`config.mk`:
```
export PLATFORM = sky130hd
export DESIGN_NAME = vga_timing_gen
export DESIGN_NICKNAME = d
export VERILOG_FILES = /design/src/rtl/vga_timing_gen.sv
export SDC_FILE = /design/constraint.sdc
export NUM_CORES = 1
export LEC_CHECK = 0
export CAP_MARGIN = 30
export CORE_UTILIZATION = 38
export CTS_CLUSTER_DIAMETER = 100
export DETAILED_ROUTE_END_ITERATION = 8
export GPL_ROUTABILITY_DRIVEN = 0
export PLACE_DENSITY = 0.67
export SLEW_MARGIN = 25
export SYNTH_ARGS = -nofsm -noshare
export SYNTH_HDL_FRONTEND = slang
export SYNTH_SLANG_ARGS = --single-unit
export TNS_END_PERCENT = 30
```
`constraint.sdc`:
```
create_clock -name clk -period 2.2 [get_ports clk]
set_input_delay 0.44 -clock clk [delete_from_list [all_inputs] [get_ports clk]]
set_output_delay 0.44 -clock clk [all_outputs]
set_load 0.01 [all_outputs]
```
`src/rtl/vga_timing_gen.sv`:
```
// Parametrised raster timing generator: pixel-tick divider, h/v position counters
// and registered Moore decodes for sync, active video, coordinates and strobes.
module vga_timing_gen #(
  parameter int H_ACTIVE = 640,
  parameter int H_FP     = 16,
  parameter int H_SYNC   = 96,
  parameter int H_BP     = 48,
  parameter int V_ACTIVE = 480,
  parameter int V_FP     = 10,
  parameter int V_SYNC   = 2,
  parameter int V_BP     = 33,
  parameter int H_POL    = 0,
  parameter int V_POL    = 0,
  parameter int CLK_DIV  = 4,
  parameter int CW       = 11
) (
  input  logic          clk,
  input  logic          RSTN,
  input  logic          en,
  output logic          hsync,
  output logic          vsync,
  output logic          video_on,
  output logic [CW-1:0] pixel_x,
  output logic [CW-1:0] pixel_y,
  output logic          pix_tick,
  output logic          line_start,
  output logic          frame_start,
  output logic [15:0]   frame_count
);

  localparam int H_TOTAL = H_ACTIVE + H_FP + H_SYNC + H_BP;
  localparam int V_TOTAL = V_ACTIVE + V_FP + V_SYNC + V_BP;
  localparam int DW      = (CLK_DIV > 1) ? $clog2(CLK_DIV) : 1;

  localparam logic [DW-1:0] DIV_LAST = DW'(CLK_DIV - 1);
  localparam logic [CW-1:0] H_LAST   = CW'(H_TOTAL - 1);
  localparam logic [CW-1:0] V_LAST   = CW'(V_TOTAL - 1);
  localparam logic [CW-1:0] H_ACT    = CW'(H_ACTIVE);
  localparam logic [CW-1:0] V_ACT    = CW'(V_ACTIVE);
  localparam logic [CW-1:0] HS_BEG   = CW'(H_ACTIVE + H_FP);
  localparam logic [CW-1:0] HS_END   = CW'(H_ACTIVE + H_FP + H_SYNC);
  localparam logic [CW-1:0] VS_BEG   = CW'(V_ACTIVE + V_FP);
  localparam logic [CW-1:0] VS_END   = CW'(V_ACTIVE + V_FP + V_SYNC);
  localparam logic          HP       = (H_POL != 0);
  localparam logic          VP       = (V_POL != 0);

  logic [DW-1:0] div;
  logic [CW-1:0] h;
  logic [CW-1:0] v;
  logic          started;

  logic tick_last;
  logic at_line;
  logic at_origin;
  logic in_active;
  logic in_hs;
  logic in_vs;

  always_comb begin
    tick_last = (div == DIV_LAST);
    at_line   = (div == '0) && (h == '0);
    at_origin = at_line && (v == '0);
    in_active = (h < H_ACT) && (v < V_ACT);
    in_hs     = (h >= HS_BEG) && (h < HS_END);
    in_vs     = (v >= VS_BEG) && (v < VS_END);
  end

  always_ff @(posedge clk or posedge RSTN) begin
    if (RSTN) begin
      div <= '0;
      h   <= '0;
      v   <= '0;
    end else if (!en) begin
      div <= '0;
      h   <= '0;
      v   <= '0;
    end else if (tick_last) begin
      div <= '0;
      if (h == H_LAST) begin
        h <= '0;
        v <= (v == V_LAST) ? '0 : v + 1'b1;
      end else begin
        h <= h + 1'b1;
      end
    end else begin
      div <= div + 1'b1;
    end
  end

  // started marks that the current run has already passed the origin once, so the
  // next origin visit closes a complete frame and bumps frame_count with frame_start.
  always_ff @(posedge clk or posedge RSTN) begin
    if (RSTN) begin
      hsync       <= ~HP;
      vsync       <= ~VP;
      video_on    <= 1'b0;
      pixel_x     <= '0;
      pixel_y     <= '0;
      pix_tick    <= 1'b0;
      line_start  <= 1'b0;
      frame_start <= 1'b0;
      frame_count <= '0;
      started     <= 1'b0;
    end else if (!en) begin
      hsync       <= ~HP;
      vsync       <= ~VP;
      video_on    <= 1'b0;
      pixel_x     <= '0;
      pixel_y     <= '0;
      pix_tick    <= 1'b0;
      line_start  <= 1'b0;
      frame_start <= 1'b0;
      started     <= 1'b0;
    end else begin
      hsync       <= in_hs ? HP : ~HP;
      vsync       <= in_vs ? VP : ~VP;
      video_on    <= in_active;
      pixel_x     <= in_active ? h : '0;
      pixel_y     <= in_active ? v : '0;
      pix_tick    <= (div == '0);
      line_start  <= at_line;
      frame_start <= at_origin;
      if (at_origin) begin
        started <= 1'b1;
        if (started) frame_count <= frame_count + 16'd1;
      end
    end
  end

endmodule

```
==> flow_summary_export.csv, run 1 <==
group,metric,value,unit
critical_path,slowest_delay,0.41,ns
logic_synthesis,synth_cells,281,
timing,timing.hold.ws,0.465,ns
timing,fin_skew,0.00994,ns
logic_synthesis,yosysWarnings,0,
clock_tree,hold_buffers,0,
place,io_buffers,46,
logic_synthesis,postSynth.asyncResetShare,100,%
flow_run,drv_cap,0,
cells_and_area,areaGrowthSynthToFinish,27.3,%
critical_path,crit_buf_inv,1,
clock_tree,cts_root_buf,"clkbuf_8",
logic_synthesis,seq_area_frac_synth,55.9,%
clock_tree,clk_pin_slew,0.07,ns
logic_synthesis,avgSynthCellArea,11.0,um^2
clock_tree,cts.htree.levels,3,
critical_path,required,2.43,ns
cells_and_area,layout-drive-gt1-share,12.5,%
drt,drt_wl_total,6310,um
die,initial_core_util,39.6,%
power_and_ir_drop,ir_worst_vdd,0.312,mV
logic_synthesis,ys_ff_latch,69,
critical_path,crit_fanout,6,
clock_tree,cts_inserted_buffers,9,
critical_path,crit_family,"simple AND/OR/NAND/NOR gates",
place,dp_cells,437,
timing,finalCritPeriodShare,91.3,%
cells_and_area,stdcell_count,453,
drt,ant_nets,0,
cells_and_area,final_util,50.4,%
die,die_h,92.2,um
logic_synthesis,synth_area,0.00309,mm^2
timing,rsz0062_at_grt,"no",
critical_path,path_class,"flop to flop",
drt,viasPerCell,5.07,
drt,wl_per_cell,13.9,um
cells_and_area,diodes,0,
timing,fin_tns_setup,0,ns
die,pin_count,47,
min_path,hp-class,"primary input to async pin",
drt,drt-pass1-iter-count,4,
critical_path,worst-r2r-cell-count,7,
grt,overflow,0,
grt,grt.total_usage,17.2,%
clock_tree,tritoncts,"done",
timing,min_period,2.01,ns
grt,grt_pass1_wl,11000,um
power_and_ir_drop,p_leak,1.73,nW
clock_tree,cts_sinks,69,
clock_tree,clkLatencyLatePin,0.35,ns
timing,maxSlewViolCount,0,
critical_path,worst_setup_path_start_kind,"flop",
timing,setup_viol,0,
place,dp_hpwl,4520,um
grt,grt_pass1_vias,2251,
cells_and_area,nets,356,
drt,drtIter0Drc,104,
die,dieWidth,92.2,um
critical_path,critPathCaptureType,"flop",
logic_synthesis,ys.flop_type,"dfrtp_1",
critical_path,crit_chain,"inv_1 -> ha_1 -> and4bb_1 -> nand4_2 -> nor4_4 -> nand4_1 -> xnor2_1",
logic_synthesis,ys_types,50,
drt,drc,0,
die,die_area,0.00851,mm^2
die,rows,32,
logic_synthesis,synth_edf_count,0,
critical_path,path_depth,7,
power_and_ir_drop,p_per_area,651,mW/mm^2
cells_and_area,layout_commonest_cell,"dfrtp_1",
drt,num_vias,2297,
die,core,0.00781,mm^2
critical_path,arrival,2.24,ns
power_and_ir_drop,p_total,2.56,mW
grt,grt_max_degree,70,
grt,antenna_found_initial,0,
clock_tree,cts_buffer_depth,2,
critical_path,cpMaxStageDelayCell,"dfrtp_1",
run_status,status,"completed",
timing,hold_violations,0,
cells_and_area,final_cell_mix,"dfrtp_1, clkdlybuf4s50_1, nor2_1",
timing,clock.fmax,0.498,GHz
cells_and_area,fill_cells,718,
[cell usage after synthesis (3+ instances only)]
cell      count  area (um^2)
nand4_1       9         56.3
buf_6         3         33.8
clkbuf_1      7         26.3
nor3_1        8         40.0
xnor2_1      14          123
nand2_1      21         78.8
and2_1       17          106
or3_1         4         25.0
dfrtp_1      67         1680
nand2b_1      3         18.8
nor2_1       22         82.6
o21ai_1      11         55.1
inv_1        11         41.3
a21oi_1       4         20.0
o31ai_1       4         30.0
ha_1          7         87.6
and4_1        4         35.0
o21ai_0       3         15.0
buf_2         3         15.0
xor2_1        6         52.6
nand3_1      15         75.1
[stage by stage]
step                setup slack, ns  instance area [um^2]
global route                 0.0445                  3940
finish                        0.191                  3940
detailed placement          -0.0981                  3770
floorplan                    0.0234                  3100
global placement            -0.0313                  3770
CTS                           0.159                  3930
[worst reg2reg max path: stages, from the launching register on]
cell and delay (ns):
dfrtp_1 0.41, inv_1 0.12, ha_1 0.22, and4bb_1 0.23
nand4_2 0.19, nor4_4 0.41, nand4_1 0.17, xnor2_1 0.15
[area by class of cell]
class / instances / area [um^2] / area share, %
repair buffers: 65 / 616 / 15.6
flip-flops and latches: 69 / 1730 / 43.9
inverters: 11 / 41.3 / 1.05
clock buffers: 14 / 153 / 3.88
clock inverters: 2 / 10.0 / 0.254
well taps: 102 / 128 / 3.24
multi-input cells: 190 / 1260 / 32.0
[sequential cells by signal (all words and copies together) (netlist names)]
name	count
pix_tick	1
v	11
div	2
frame_count	16
line_start	1
h	11
hsync	1
frame_start	1
vsync	1
started	1
pixel_y	11
pixel_x	11
video_on	1
[layer usage]
| layer | track usage, % | up-vias | share of wire [%] |
|---|---|---|---|
| li1 | - | 1099 | - |
| met1 | 22.8 | 1127 | 45 |
| met2 | 26.1 | 57 | 48 |
| met3 | 4.06 | 14 | 4.4 |
| met4 | 8.85 | 0 | 2.6 |
| met5 | 0 | - | 0 |
[repair_timing]
item | CTS | global route
resized for setup | 0 | 1
setup endpoints to repair | 0 | 1
setup buffers | 0 | 0
[power breakdown]
part | internal (mW) | switching, mW | leakage [nW]
sequential | 1.32 | 0.0639 | 0.935
clock | 0.438 | 0.442 | 0.0844
combinational | 0.152 | 0.143 | 0.714
[final timing paths]
path,startpoint,slack [ns],to
min in group clk,frame_count[15]$_DFFE_PP0P_,0.49,frame_count[15]$_DFFE_PP0P_
max in group asynchronous,RSTN,1.40,vsync$_DFF_PP1_
min,RSTN,0.46,frame_count[15]$_DFFE_PP0P_
min reg2reg,frame_count[15]$_DFFE_PP0P_,0.49,frame_count[15]$_DFFE_PP0P_
max reg2reg,h[0]$_DFFE_PP0P_,0.19,frame_count[6]$_DFFE_PP0P_
max,h[0]$_DFFE_PP0P_,0.19,frame_count[6]$_DFFE_PP0P_
[cells by family after synthesis]
group | share of synthesized area [%]
AO/OA/AOI/OAI | 7.44
buffers and inverters | 3.76
other | 0.121
adder cells (fa/ha/maj) | 2.83
flip-flops | 55.9
XOR/XNOR | 5.66
multiplexers | 0.687
AND/OR/NAND/NOR | 23.6
No activity file was read; power rests on OpenSTA's default activity.
==> inputs of run 2 (changes only) <==
--- a/config.mk
+++ b/config.mk
@@ -6,6 +6,7 @@
 export NUM_CORES = 1
 export LEC_CHECK = 0
 export CAP_MARGIN = 30
+export CORE_MARGIN = 5
 export CORE_UTILIZATION = 38
 export CTS_CLUSTER_DIAMETER = 100
 export DETAILED_ROUTE_END_ITERATION = 8
==> run 2 against run 1 <==
- worst hold slack improved by 0.0011 ns
- non-clock buffer count rose by 1
- sequential share of layout area fell by 0.39 points
- sequential cell count did not move
- worst setup slack improved by 0.012 ns
- global-route usage fell by 3.9 points
- largest power group unchanged
==> flow_summary_export.csv, run 2 (synthesized netlist as in run 1, its figures left out) <==
group,metric,value,unit
run_status,status,"completed",
critical_path,cpMaxStageDelayCell,"dfrtp_1",
grt,grt_pass1_wl,10500,um
die,rows,33,
timing,hold_violations,0,
clock_tree,clkLatencyLatePin,0.34,ns
drt,drtIter0Drc,137,
critical_path,path_class,"flop to flop",
drt,viasPerCell,4.95,
clock_tree,cts_inserted_buffers,9,
die,initial_core_util,38.2,%
critical_path,crit_fanout,4,
die,pin_count,47,
grt,antenna_found_initial,0,
cells_and_area,fill_cells,765,
critical_path,crit_chain,"inv_1 -> ha_1 -> and4bb_1 -> nand4_2 -> buf_4 -> nor3_2 -> nand2_1 -> mux2_1",
drt,drt_wl_total,6190,um
min_path,hp-class,"flop to flop",
timing,clock.fmax,0.501,GHz
timing,finalCritPeriodShare,90.8,%
clock_tree,cts_buffer_depth,2,
grt,grt.total_usage,13.3,%
place,dp_cells,441,
timing,maxSlewViolCount,0,
cells_and_area,layout_commonest_cell,"dfrtp_1",
grt,overflow,0,
grt,grt_max_degree,70,
die,core,0.00809,mm^2
clock_tree,clk_pin_slew,0.07,ns
power_and_ir_drop,p_per_area,676,mW/mm^2
cells_and_area,nets,357,
cells_and_area,stdcell_count,457,
cells_and_area,layout-drive-gt1-share,13.4,%
timing,min_period,2.00,ns
drt,drc,0,
timing,rsz0062_at_grt,"no",
cells_and_area,areaGrowthSynthToFinish,28.4,%
die,die_h,100,um
power_and_ir_drop,ir_worst_vdd,0.331,mV
die,die_area,0.0100,mm^2
place,dp_slack,-0.0833,ns
drt,ant_nets,0,
critical_path,slowest_delay,0.40,ns
clock_tree,postCtsResizedCells,0,
clock_tree,post-cts-setup-buffers,0,
clock_tree,tritoncts,"done",
drt,drt-pass1-iter-count,4,
grt,grt_pass1_vias,2177,
die,dieWidth,100,um
critical_path,arrival,2.22,ns
place,io_buffers,46,
cells_and_area,diodes,0,
timing,setup_viol,0,
cells_and_area,largest_reg_flops,16,
place,dp_hpwl,4340,um
critical_path,critPathCaptureType,"flop",
critical_path,worst_setup_path_start_kind,"flop",
timing,fin_skew,0.00767,ns
clock_tree,cts_root_buf,"clkbuf_8",
timing,timing.final.ws_setup,0.203,ns
drt,num_vias,2263,
drt,wl_per_cell,13.5,um
cells_and_area,seq_area,0.00173,mm^2
cells_and_area,multi_input_area,0.00126,mm^2
cells_and_area,regMostFlops,"frame_count",
critical_path,required,2.42,ns
power_and_ir_drop,p_leak,1.75,nW
power_and_ir_drop,p_total,2.69,mW
cells_and_area,final_cell_mix,"dfrtp_1, clkdlybuf4s50_1, nor2_1",
clock_tree,cts_sinks,69,
flow_run,drv_cap,0,
clock_tree,hold_buffers,0,
clock_tree,cts.htree.levels,3,
## run 2: cell count changes in the layout (fill, tap and decap cells not counted)
cell	before	now
clkbuf_1	4	1
clkinv_2	2	4
buf_4	18	19
bufinv_16	0	1
or3_1	3	4
or3_4	1	0
## run 2: area by class of cell
cell class                 instances  area share, %
clock buffer                      11           3.56
clock inverter                     5           1.26
inverter                          11           1.04
multi-input combinational        190           31.6
sequential                        69           43.5
tap                              105           3.31
timing repair buffer              66           15.7
## run 2: metrics by stage
step	instance area (um^2)	util [%]	setup TNS [ns]	hold slack, ns
after floorplan	3100	-	0	0.432
after global placement	3780	46.7	-0.0675	0.446
after detailed placement	3780	46.7	-0.176	0.458
after CTS	3970	49.1	0	0.467
after global routing	3970	49.1	0	0.487
final	3970	49.1	0	0.466
## run 2: report_power, final
part / total [mW] / switching (mW) / internal [mW]
Combinational: 0.295 / 0.142 / 0.153
Sequential: 1.39 / 0.0619 / 1.32
Clock: 1.01 / 0.459 / 0.547
Total: 2.69 / 0.663 / 2.02
## run 2: final timing paths
path	endpoint	cells past startpoint	from	slack, ns
setup reg to reg	frame_count[1]$_DFFE_PP0P_	8	h[0]$_DFFE_PP0P_	0.20
setup / recovery	frame_count[1]$_DFFE_PP0P_	8	h[0]$_DFFE_PP0P_	0.20
hold reg to reg	div[0]$_DFF_PP0_	1	div[0]$_DFF_PP0_	0.47
max in group asynchronous	hsync$_DFF_PP1_	3	RSTN	1.39
min in group asynchronous	line_start$_DFF_PP0_	3	RSTN	0.48
hold / removal	div[0]$_DFF_PP0_	1	div[0]$_DFF_PP0_	0.47
## run 2: critical path, delay by kind of cell (launching register included)
| kind | cells | cell delay (ns) |
|---|---|---|
| flip-flops | 1 | 0.40 |
| buffers and inverters | 2 | 0.32 |
| multiplexers | 1 | 0.32 |
| AND/OR/NAND/NOR | 4 | 0.65 |
| adder cells (fa/ha/maj) | 1 | 0.20 |
## run 2: layer usage
| layer | part of all wire [%] | GRT usage [%] | up-vias |
|---|---|---|---|
| met5 | 0 | 0 | - |
| met4 | 1.9 | 6.63 | 0 |
| met3 | 7.4 | 3.89 | 11 |
| met2 | 45 | 19.9 | 65 |
| met1 | 46 | 17.5 | 1081 |
| li1 | - | - | 1106 |
